File: src/rtl/alu_arbiter.sv
// alu_arbiter: two requesters share one add/sub datapath through a
// round-robin arbiter. One operation is in flight at a time:
// grant (IDLE) -> compute (EXEC) -> hold response until accepted (RESP).
// Optional feature: define ALU_ARBITER_FLAGS_EN to add the rsp_flags output
// ({N,Z,C,V}, registered alongside rsp_result).

module alu_arbiter #(
    parameter int WIDTH = 32
) (
    input  logic             clk,
    input  logic             reset,
    input  logic             req0_valid,
    output logic             req0_ready,
    input  logic [WIDTH-1:0] req0_a,
    input  logic [WIDTH-1:0] req0_b,
    input  logic [3:0]       req0_op,
    input  logic             req1_valid,
    output logic             req1_ready,
    input  logic [WIDTH-1:0] req1_a,
    input  logic [WIDTH-1:0] req1_b,
    input  logic [3:0]       req1_op,
    output logic             rsp_valid,
    input  logic             rsp_ready,
    output logic [WIDTH-1:0] rsp_result,
    output logic             rsp_id
`ifdef ALU_ARBITER_FLAGS_EN
    ,
    output logic [3:0]       rsp_flags
`endif
);

    typedef enum logic [1:0] {
        ST_IDLE = 2'b00,
        ST_EXEC = 2'b01,
        ST_RESP = 2'b10
    } state_t;

    state_t           r_state;
    state_t           w_state_nxt;
    logic             r_prio;       // requester that wins when both are valid
    logic [WIDTH-1:0] r_a;
    logic [WIDTH-1:0] r_b;
    logic             r_sub;
    logic             r_id;
    logic             w_grant;
    logic             w_grant_id;
    logic [WIDTH-1:0] w_b_eff;
    logic [WIDTH-1:0] w_sum;
    logic             w_carry;

    // Only op bit 1 selects the operation; the remaining bits are don't-care.
    logic w_unused_op_bits;
    assign w_unused_op_bits = ^{req0_op[3:2], req0_op[0], req1_op[3:2], req1_op[0]};

    // Arbitration and next-state decode
    always_comb begin
        w_state_nxt = r_state;
        w_grant     = 1'b0;
        w_grant_id  = 1'b0;
        case (r_state)
            ST_IDLE: begin
                if (req0_valid && req1_valid) begin
                    w_grant    = 1'b1;
                    w_grant_id = r_prio;
                end else if (req0_valid) begin
                    w_grant    = 1'b1;
                    w_grant_id = 1'b0;
                end else if (req1_valid) begin
                    w_grant    = 1'b1;
                    w_grant_id = 1'b1;
                end else begin
                    w_grant    = 1'b0;
                    w_grant_id = 1'b0;
                end
                if (w_grant) begin
                    w_state_nxt = ST_EXEC;
                end else begin
                    w_state_nxt = ST_IDLE;
                end
            end
            ST_EXEC: begin
                w_state_nxt = ST_RESP;
            end
            ST_RESP: begin
                if (rsp_ready) begin
                    w_state_nxt = ST_IDLE;
                end else begin
                    w_state_nxt = ST_RESP;
                end
            end
            default: begin
                w_state_nxt = ST_IDLE;
            end
        endcase
    end

    // Ready is a same-cycle acknowledge of the grant; suppressed while in reset
    assign req0_ready = w_grant & ~w_grant_id & ~reset;
    assign req1_ready = w_grant &  w_grant_id & ~reset;
    assign rsp_valid  = (r_state == ST_RESP);

    // State register and round-robin pointer (points away from the last winner)
    always_ff @(posedge clk or posedge reset) begin
        if (reset) begin
            r_state <= ST_IDLE;
            r_prio  <= 1'b0;
        end else begin
            r_state <= w_state_nxt;
            if (w_grant) begin
                r_prio <= ~w_grant_id;
            end else begin
                r_prio <= r_prio;
            end
        end
    end

    // Capture the granted requester's operands so later input changes are ignored
    always_ff @(posedge clk or posedge reset) begin
        if (reset) begin
            r_a   <= {WIDTH{1'b0}};
            r_b   <= {WIDTH{1'b0}};
            r_sub <= 1'b0;
            r_id  <= 1'b0;
        end else if (w_grant) begin
            r_a   <= w_grant_id ? req1_a : req0_a;
            r_b   <= w_grant_id ? req1_b : req0_b;
            r_sub <= w_grant_id ? req1_op[1] : req0_op[1];
            r_id  <= w_grant_id;
        end
    end

    // Shared adder: subtract is a + ~b + 1, with the +1 entering as carry-in
    assign w_b_eff = r_sub ? ~r_b : r_b;
    assign {w_carry, w_sum} = {1'b0, r_a} + {1'b0, w_b_eff} + {{WIDTH{1'b0}}, r_sub};

    // Response registers, loaded once at the end of EXEC and held through RESP
    always_ff @(posedge clk or posedge reset) begin
        if (reset) begin
            rsp_result <= {WIDTH{1'b0}};
            rsp_id     <= 1'b0;
        end else if (r_state == ST_EXEC) begin
            rsp_result <= w_sum;
            rsp_id     <= r_id;
        end
    end

`ifdef ALU_ARBITER_FLAGS_EN
    logic w_ovf;
    // Signed overflow: both adder inputs share a sign that the sum does not
    assign w_ovf = (r_a[WIDTH-1] == w_b_eff[WIDTH-1]) && (w_sum[WIDTH-1] != r_a[WIDTH-1]);

    // Flags register, loaded together with rsp_result
    always_ff @(posedge clk or posedge reset) begin
        if (reset) begin
            rsp_flags <= 4'b0000;
        end else if (r_state == ST_EXEC) begin
            rsp_flags <= {w_sum[WIDTH-1], (w_sum == {WIDTH{1'b0}}), w_carry, w_ovf};
        end
    end
`else
    logic w_unused_carry;
    assign w_unused_carry = w_carry;
`endif

endmodule
File: config.mk
export PLATFORM = sky130hd
export DESIGN_NAME = alu_arbiter
export DESIGN_NICKNAME = d
export VERILOG_FILES = /design/src/rtl/alu_arbiter.sv
export SDC_FILE = /design/constraint.sdc
export NUM_CORES = 1
export LEC_CHECK = 0
export CAP_MARGIN = 30
export CORE_UTILIZATION = 48
export DETAILED_ROUTE_END_ITERATION = 7
export GPL_ROUTABILITY_DRIVEN = 0
export PLACE_DENSITY = 0.79
export SLEW_MARGIN = 20
export SYNTH_ARGS = -nofsm -noshare
export SYNTH_HDL_FRONTEND = slang
export SYNTH_SLANG_ARGS = --single-unit
File: constraint.sdc
create_clock -name clk -period 5.3 [get_ports clk]
set_input_delay 1.06 -clock clk [delete_from_list [all_inputs] [get_ports clk]]
set_output_delay 1.06 -clock clk [all_outputs]
set_load 0.005 [all_outputs]
# After elaboration in Yosys (flattened, before gate mapping)
# Index checks and enable logic that the tools add are counted.
[totals]
in_bits = 141
word_cells = 36
out_inout_bits = 36
regBits = 102
[op_classes]
n_addsub = 2
n_eq_ne = 2
mux = 15
n_bitwise = 7
n_reduce_logical = 2
[ops]
columns = ["op", "count"]
rows = [
  ["two-way mux 32 bit", 3],
  ["adder 32 x 1 -> 32 bit", 1],
  ["adder 32 bit", 1],
  ["inverter 32 bit", 1],
  ["two-way mux 1 bit", 10],
  ["case mux 2 bit (3 select lines)", 1],
  ["bitwise AND 1 bit", 4],
  ["equality test 2 x 1 -> 1 bit (second input constant)", 1],
  ["equality test 2 bit (second input constant)", 1],
  ["logical NOT 2 bit", 1],
  ["two-way mux 2 bit", 1],
  ["inverter 1 bit", 2],
  ["logical AND 1 bit", 1],
]

# Longest topological paths before layout
# Gate-level depths: netlist (run 1).
[logic_depth]
depth_word = 7
depth_mapped = 13
ltp_nobuf = 11

# Least setup slack after synthesis (run 1)
# OpenSTA, ideal clock, no wires.
[synth_timing]
kind = "in2out"
startpoint = "input reset"
endpoint = "output req0_ready"
path_stages = 2
required_ns = 4.240
arrival_ns = 3.603
n_path_buf = 0
path_slack_ns = 0.637
cell_sequence = "inv_1 > and3_1"
[synth_via]
elab_chain_len = 2
[synth_lines]
columns = ["item", "line", "rtl"]
rows = [
  ["from (decl)", "11", "input logic reset,"],
  ["inverter 1 bit", "98", "assign req0_ready = w_grant & ~w_grant_id & ~reset;"],
  ["bitwise AND 1 bit", "98", ""],
  ["to (decl)", "13", "output logic req0_ready,"],
]
# Every way passes these cells.

# Final worst setup path (run 1)
[layout_timing]
startpoint = "input req1_valid"
endpoint = "output req0_ready"
[layout_via]
elab_chain_len = 7
word_cells_on_any_way = 12
classes_between = "mux: 8; bitwise: 3; reduce/logical: 1"
[layout_lines]
columns = ["item", "line", "rtl"]
rows = [
  ["from (decl)", "17", "input logic req1_valid,"],
  ["two-way mux 1 bit", "68", "end else if (req1_valid) begin"],
  ["two-way mux 1 bit", "65", "end else if (req0_valid) begin"],
  ["two-way mux 1 bit (*)", "62", "if (req0_valid && req1_valid) begin"],
  ["two-way mux 1 bit (*) (2 in series)", "60", "case (r_state)"],
  ["via w_grant", "45", "logic w_grant;"],
  ["bitwise AND 1 bit (*) (2 in series)", "98", ""],
]
# The timed path passes the listed nets; every way through them passes the cells marked *. The select of a mux whose other input is x is not followed.

==> results of run 1 <==
## routing by layer
metal / global-route usage, % / wire (um) / up-vias
li1: - / - / 2697
met1: 35.93 / 7377 / 2508
met2: 38.91 / 7308 / 217
met3: 2.594 / 922 / 38
met4: 8.918 / 333 / 0
met5: 0 / 0 / -
## worst max-delay path by stage
stage | startpoint | endpoint | slack [ns] | cells past startpoint
floorplan | reset | req0_ready | 0.64 | 2
global placement | req1_valid | req0_ready | 1.36 | 5
detailed placement | req1_valid | req0_ready | 1.31 | 5
CTS | req1_valid | req0_ready | 1.30 | 5
global route | req1_valid | req0_ready | 1.20 | 5
finish | req1_valid | req0_ready | 1.30 | 5
## Yosys cell counts, types with 4 or more instances
library cell  instances  area share (%)
nand2_1             146             9.1
dfrtp_1             102              42
o21ai_0              82             6.8
xor2_1               42             6.1
clkbuf_1             36             2.2
a22oi_1              33             4.1
ha_1                 33             6.8
a21oi_1              27             2.2
nor2_1               23             1.4
o22ai_1              23             2.4
xnor2_1              18             2.6
inv_1                12            0.75
mux2i_1               9             1.5
a21o_1                7            0.87
nand4_1               6            0.62
a31oi_1               5            0.52
nand2b_1              5            0.52
nor3_1                5            0.41
and3_1                4            0.41
nor2b_1               4            0.41
o211ai_1              4            0.50
## state kept, by name, summed over array words and instances (netlist names)
register,count
r_a,32
r_b,32
r_id,1
r_prio,1
r_state,2
r_sub,1
rsp_id,1
rsp_result,32
## final cells by class
| class | count | share of cell area [%] |
|---|---|---|
| Inverter | 12 | 0.5810 |
| Sequential cell | 102 | 31.19 |
| Timing Repair Buffer | 178 | 22.08 |
| Clock buffer | 12 | 2.889 |
| Tap cell | 168 | 2.568 |
| Multi-Input combinational cell | 523 | 40.41 |
| Clock inverter | 4 | 0.2905 |
## worst max-delay path, stage by stage
cell             delay, ns
clkdlybuf4s50_1       0.48
o21ai_4               0.45
inv_1                 0.26
and3_1                0.23
clkdlybuf4s50_1       0.44
## report_power, final
group / switching [W] / internal, W
Sequential: 0.000253 / 0.00117
Clock: 0.000281 / 0.000317
Combinational: 0.00239 / 0.00181
## metrics by stage
step                      instances  hold slack, ns  total power, W
after floorplan                 677          0.4394        0.004352
after global placement          981          0.4627        0.005370
after detailed placement        981          0.4707        0.005516
after CTS                       997          0.4852        0.006146
after global routing            999          0.4952        0.006720
final                           999          0.4792        0.006216
## cells by family (layout without fill, tap and decap cells)
| family | after synthesis | after routing | synth area share (%) |
|---|---|---|---|
| multiplexers | 10 | 10 | 1.679 |
| AO/OA/AOI/OAI | 210 | 210 | 21.93 |
| flip-flops | 102 | 102 | 42.28 |
| adder cells (fa/ha/maj) | 34 | 34 | 7.171 |
| AND/OR/NAND/NOR | 209 | 209 | 14.88 |
| buffers and inverters | 52 | 206 | 3.357 |
| XOR/XNOR | 60 | 60 | 8.705 |
==> results.txt, run 1 <==
For this run, the leading register cell type out of synthesis is dfrtp_1. The total clock buffers created by CTS is 9. Once placement finished, the instance area stood at slightly below 0.008 mm^2. The growth of design area from synthesis to finish is 35.56%.

Cells fill 67.57% of the core in the end. The starting density of the core is 49.85%. The combined area of all synthesized cells is 0.006037 mm^2. The post-synthesis sequential element count is 102. The number of diodes came out at 0. In the routed layout, each cell is associated on average with a via count of 5.465.

The number of optimization iterations in the first detailed-route pass came out at 6. After clock tree synthesis, the clock-pin slew on the worst setup and hold paths is 0.07 ns. The cts-stage hold buffer count is 0. Setup repair after global routing left no endpoint under its margin. The data arrival at the endpoint of the critical path came out at 2.94 ns. Entering global routing, the biggest net connects 78 pins. The cell area after layout came out at 0.008184 mm^2. The final setup skew came out at about 0.015 ns. The cell count of the worst hold path came out at 2. The largest driver fanout on the critical path came out at 23. The number of clock sinks seen by CTS is 102. The number of levels in the clock H-tree came out at 3. The via count of the first global-routing pass came out at 5,288. The height of the chip is roughly 110 um. The final-stage net count came out at 1,001. The number of fillers in the final layout is ~990. The number of synthesis warnings is 0. The synthesized net count came out at 852. The die covers 0.01303 mm^2. The tool flagged a number of max-cap violations equal to 0. The max-slew violation count came out at 0. The mean routed wirelength per cell came out at 15.96 um. The count of endpoints failing hold in the final timing report is 0.

STA puts the critical path data required time at 4.24 ns. The flow ran to the end, and the final reports show no timing, DRC or antenna violations. The critical path startpoint category is an input pin.

The setup TNS came out at 0 ns. The detailed-route DRC error count is 0. The worst register-to-register path has a depth of 11. The total core area is 0.01211 mm^2. The flip-flop and latch area came out at 0.002552 mm^2. The most common cell after layout, fill and taps aside is clkdlybuf4s50_1.

The start point of the worst hold path is rsp_result[25]$_DFFE_PP0N_. The post-route netlist has roughly 4.6% of its cells at a drive strength greater than 1. The end of the worst register-to-register path is rsp_result[31]$_DFFE_PP0N_. The slew at the pin closest to its max-slew limit is approximately 0.73 ns.

The power per standard cell area came out at 759.5 mW/mm^2. After clock tree synthesis, the setup repair step added 0 buffers. The wire-length estimate of the detail-placed layout is approximately 12,000 um. The first-pass GRT wire length came out at 25,500 um. The sum of overflow across all layers after global routing came out at 0. For flop-to-flop paths, the worst setup slack is 1.83 ns. The final critical-path required period is 3.996 ns. The count of flip-flops with a built-in enable after synthesis came out at 0.

The area used by multi-input combinational logic came out at approximately 0.0033 mm^2. The initial antenna violation count is 0. The maximum clock frequency came out at 0.2503 GHz. The buffer levels on the longest clock path came out at 2. The path type of the worst setup path is in2out. TritonCTS built the clock tree. The headroom to the max-slew limit is 51.11%. The root buffer cell chosen for the clock tree is clkbuf_16.

The violation count after the first detailed-routing iteration is 321. IR analysis of the VDD net gives a maximum drop of 0.2837 mV. The cell row count is 40. Of all flip-flops after synthesis, the portion carrying an async set or reset was 100.0%. The number of endpoints failing setup at the final stage is 0.

The register area share after synthesis is 42.28%. The global-route total usage across every layer came out at between 20% and 30%. STA classifies the critical path endpoint as an output pin. In this run the critical register-to-register path is launched from r_sub$_DFFE_PP0P_. The number of cells upsized or downsized after cts is 0. The minimum setup slack after placement is 1.307 ns. The number of cells produced by synthesis is 677. The leakage power summed over all cells is 3.639 nW. The quantity of I/O buffers inserted on ports is 170. The synthesized area per cell is 8.917 um^2.

The detailed-route wire length is approximately 16,000 um. The worst hold path belongs to the class reg2reg. The library cells used most frequently in the layout, excluding fill and tap cells, are clkdlybuf4s50_1 (170), nand2_1 (146), dfrtp_1 (102).

The final antenna-violating net count is 0. The clock reaches the later pin of the worst-skew pair after 0.35 ns. The unique cell type count in the Yosys netlist is 55. In this run the count of I/O pins placed on the die edge is 177. The setup slack of the critical path after layout is 1.304 ns.

The endpoint with the worst hold slack is rsp_result[25]$_DFFE_PP0N_. The post-route fraction of the period consumed by the critical path is 75.39%. The die span in x is approximately 110 um. Summing over every cut layer, the via total after detailed routing is 5,460.
Power figures use the tool's default switching activity.
==> run 2: changes to the inputs <==
==> constraint.sdc (replaced) <==
create_clock -name clk -period 3.9 [get_ports clk]
set_input_delay 0.78 -clock clk [delete_from_list [all_inputs] [get_ports clk]]
set_output_delay 0.78 -clock clk [all_outputs]
set_load 0.005 [all_outputs]
==> run 2 against run 1 <==
Effect of this change:
- first-iteration DRC count grew 1.9%
- utilization grew 0.18 points
- combinational power grew 36%
- worst hold slack lost 0.0018 ns
- sequential power grew 38%
- critical endpoint is now rsp_result[28]$_DFFE_PP0N_
- largest cell class unchanged
==> results.txt, run 2 (same netlist as run 1, synthesis figures left out) <==
In this run the worst setup path begins at r_sub$_DFFE_PP0P_. The leakage power summed over all cells is 3.643 nW. The cts-stage hold buffer count is 0. The initialized floorplan defines 40 standard-cell rows.

The tool flagged a number of max-cap violations equal to 0. The height of the chip is 114.1 um. The clock slew seen by the registers of the worst setup and hold paths came out at 0.06 ns.

The buffers inserted during post-CTS setup optimization is 0. The first-pass GRT wire length is between 20,000 and 30,000 um. TritonCTS built the clock tree. The count of endpoints failing hold in the final timing report came out at 0.

The number of cells upsized or downsized after cts came out at 0. The global-route total usage across every layer came out at 25.79%. In this run the clock root is driven by a clkbuf_16. The largest registers in the layout are r_a x32, r_b x32, rsp_result x32. Entering global routing, the biggest net connects 89 pins. The core region is 0.01211 mm^2.

The data arrival at the endpoint of the critical path is roughly 3.8 ns. The fraction of final layout cells with drive strength greater than 1 came out at ~4.5%. STA classifies the critical path endpoint as a flip-flop. The number of diodes is 0. The headroom to the max-slew limit is around half. The number of levels in the clock H-tree came out at 3. The final critical-path required period is 3.589 ns.

about 180 I/O pins were placed. At the later pin of the worst-skew pair, clock insertion delay measures between 0.3 and 0.4 ns. The run finished with clean final reports. The required time reported for the critical path endpoint came out at slightly above 4 ns. The clock network fraction of total power came out at 10.7%. The most common cell after layout, fill and taps aside is clkdlybuf4s50_1. CTS saw 102 sinks. The floorplan step defined a die boundary enclosing approximately 0.013 mm^2. The final setup skew is 0.004040 ns. For this run, design rule violations remaining after detail routing come to 0. For this design the total switching power over the nets is 0.003977 W. The initial antenna violation count is 0. The violation count after the first detailed-routing iteration is around 330. Of all nets on the critical path, the largest fanout is 18. Compared with the post-synthesis result, the final layout area differs by 35.92%.

The starting density of the core is roughly half. The via count of the first global-routing pass is 5,273. The number of optimization iterations in the first detailed-route pass is 5. Wires add up to 16,240 um. The max-slew violation count is 0. For this design the ratio of total power to cell area is 1046 mW/mm^2. The fraction of power spent switching nets is a little under half. The relative contribution of sequential cells to total power came out at ~23%.

The library cells used most frequently in the layout, excluding fill and tap cells, are clkdlybuf4s50_1 (170), nand2_1 (146), dfrtp_1 (102). The HPWL after detailed placement came out at between 10,000 and 15,000 um. The setup TNS came out at 0 ns. The mean routed wirelength per cell came out at 16.29 um. Static timing analysis puts the maximum clock frequency at 0.2786 GHz. IR analysis of the VDD net gives a maximum drop of 0.3915 mV. Setup repair after global routing left no endpoint under its margin. The post-route fraction of the period consumed by the critical path is about 90%.

The worst register-to-register path begins at r_sub$_DFFE_PP0P_. The total clock buffers created by CTS is 9. STA classifies the critical path startpoint as a flip-flop. The worst hold path begins at rsp_result[18]$_DFFE_PP0N_. The number of endpoints failing setup at the final stage is 0. The final antenna-violating net count came out at 0. For the pin with the worst max-slew slack, the measured transition is 0.7769 ns. The detailed-route vias per instance is 5.557. The classification of the worst-slack hold path is reg2reg. The die span in x is 114.1 um.

The buffer levels on the longest clock path is 2. The final-stage net count came out at about 1k. The via count is roughly 5.5k. The internal power consumption came out at 0.004608 W. At the end of the flow the core is filled with cells to 67.75%. The combinational cell fraction of total power came out at 66.4%. Buffers placed on the I/O ports in this run total 170.

The sum of overflow across all layers after global routing came out at 0. By startpoint and endpoint, the worst setup path is classified as reg2reg.
run 2: stage by stage:
step	hold slack, ns	setup slack (ns)	area, um^2	total power [W]	cells
3_5_place_dp	0.4736	0.4370	7893	0.007522	983
6_report	0.4774	0.3107	8205	0.008585	997
5_1_grt	0.5047	0.07757	8205	0.009266	997
4_1_cts	0.4874	0.3932	8185	0.008499	996
3_3_place_gp	0.4648	0.5691	7893	0.007296	983
2_1_floorplan	0.4394	0.4646	6041	0.005915	677
run 2: power groups by stage:
stage | sequential (W) | clock, W | combinational (W)
2_1_floorplan | 0.00188 | 0 | 0.00404
5_1_grt | 0.00203 | 0.000974 | 0.00626
3_3_place_gp | 0.00196 | 0 | 0.00533
4_1_cts | 0.00197 | 0.000926 | 0.00560
6_report | 0.00197 | 0.000915 | 0.00570
3_5_place_dp | 0.00198 | 0 | 0.00554
run 2: final timing paths:
kind | end | slack (ns) | depth (start not counted)
max | rsp_result[28]$_DFFE_PP0N_ | 0.31 | 11
min | rsp_result[18]$_DFFE_PP0N_ | 0.48 | 2
max reg2reg | rsp_result[28]$_DFFE_PP0N_ | 0.31 | 11
min reg2reg | rsp_result[18]$_DFFE_PP0N_ | 0.48 | 2
max in group asynchronous | r_a[0]$_DFFE_PP0P_ | 1.77 | 4
min in group asynchronous | r_a[4]$_DFFE_PP0P_ | 1.02 | 3
run 2: critical path: stages, from the launching register on:
cell	delay, ns
dfrtp_1	0.71
buf_4	0.39
xor2_1	0.18
ha_1	0.29
and2_1	0.17
o211a_1	0.20
a2111oi_0	0.49
a31oi_1	0.21
a21oi_1	0.33
o211ai_1	0.18
xnor2_1	0.16
o21ai_0	0.18
run 2: layer usage:
layer | vias up | wire length [um] | track usage [%] | part of all wire (%)
met5 | - | 0 | 0 | 0
met4 | 0 | 422 | 10.13 | 2.6
met3 | 33 | 831 | 2.382 | 5.1
met2 | 214 | 7543 | 40.73 | 46
met1 | 2598 | 7441 | 36.81 | 46
li1 | 2695 | - | - | -
run 2: layout make-up:
type	count	area [um^2]
sequential	102	2552
timing repair buffer	179	1794
multi-input combinational	523	3307
clock inverter	2	60.06
tap	168	210.2
inverter	12	48.80
fill	971	3906
clock buffer	11	232.7
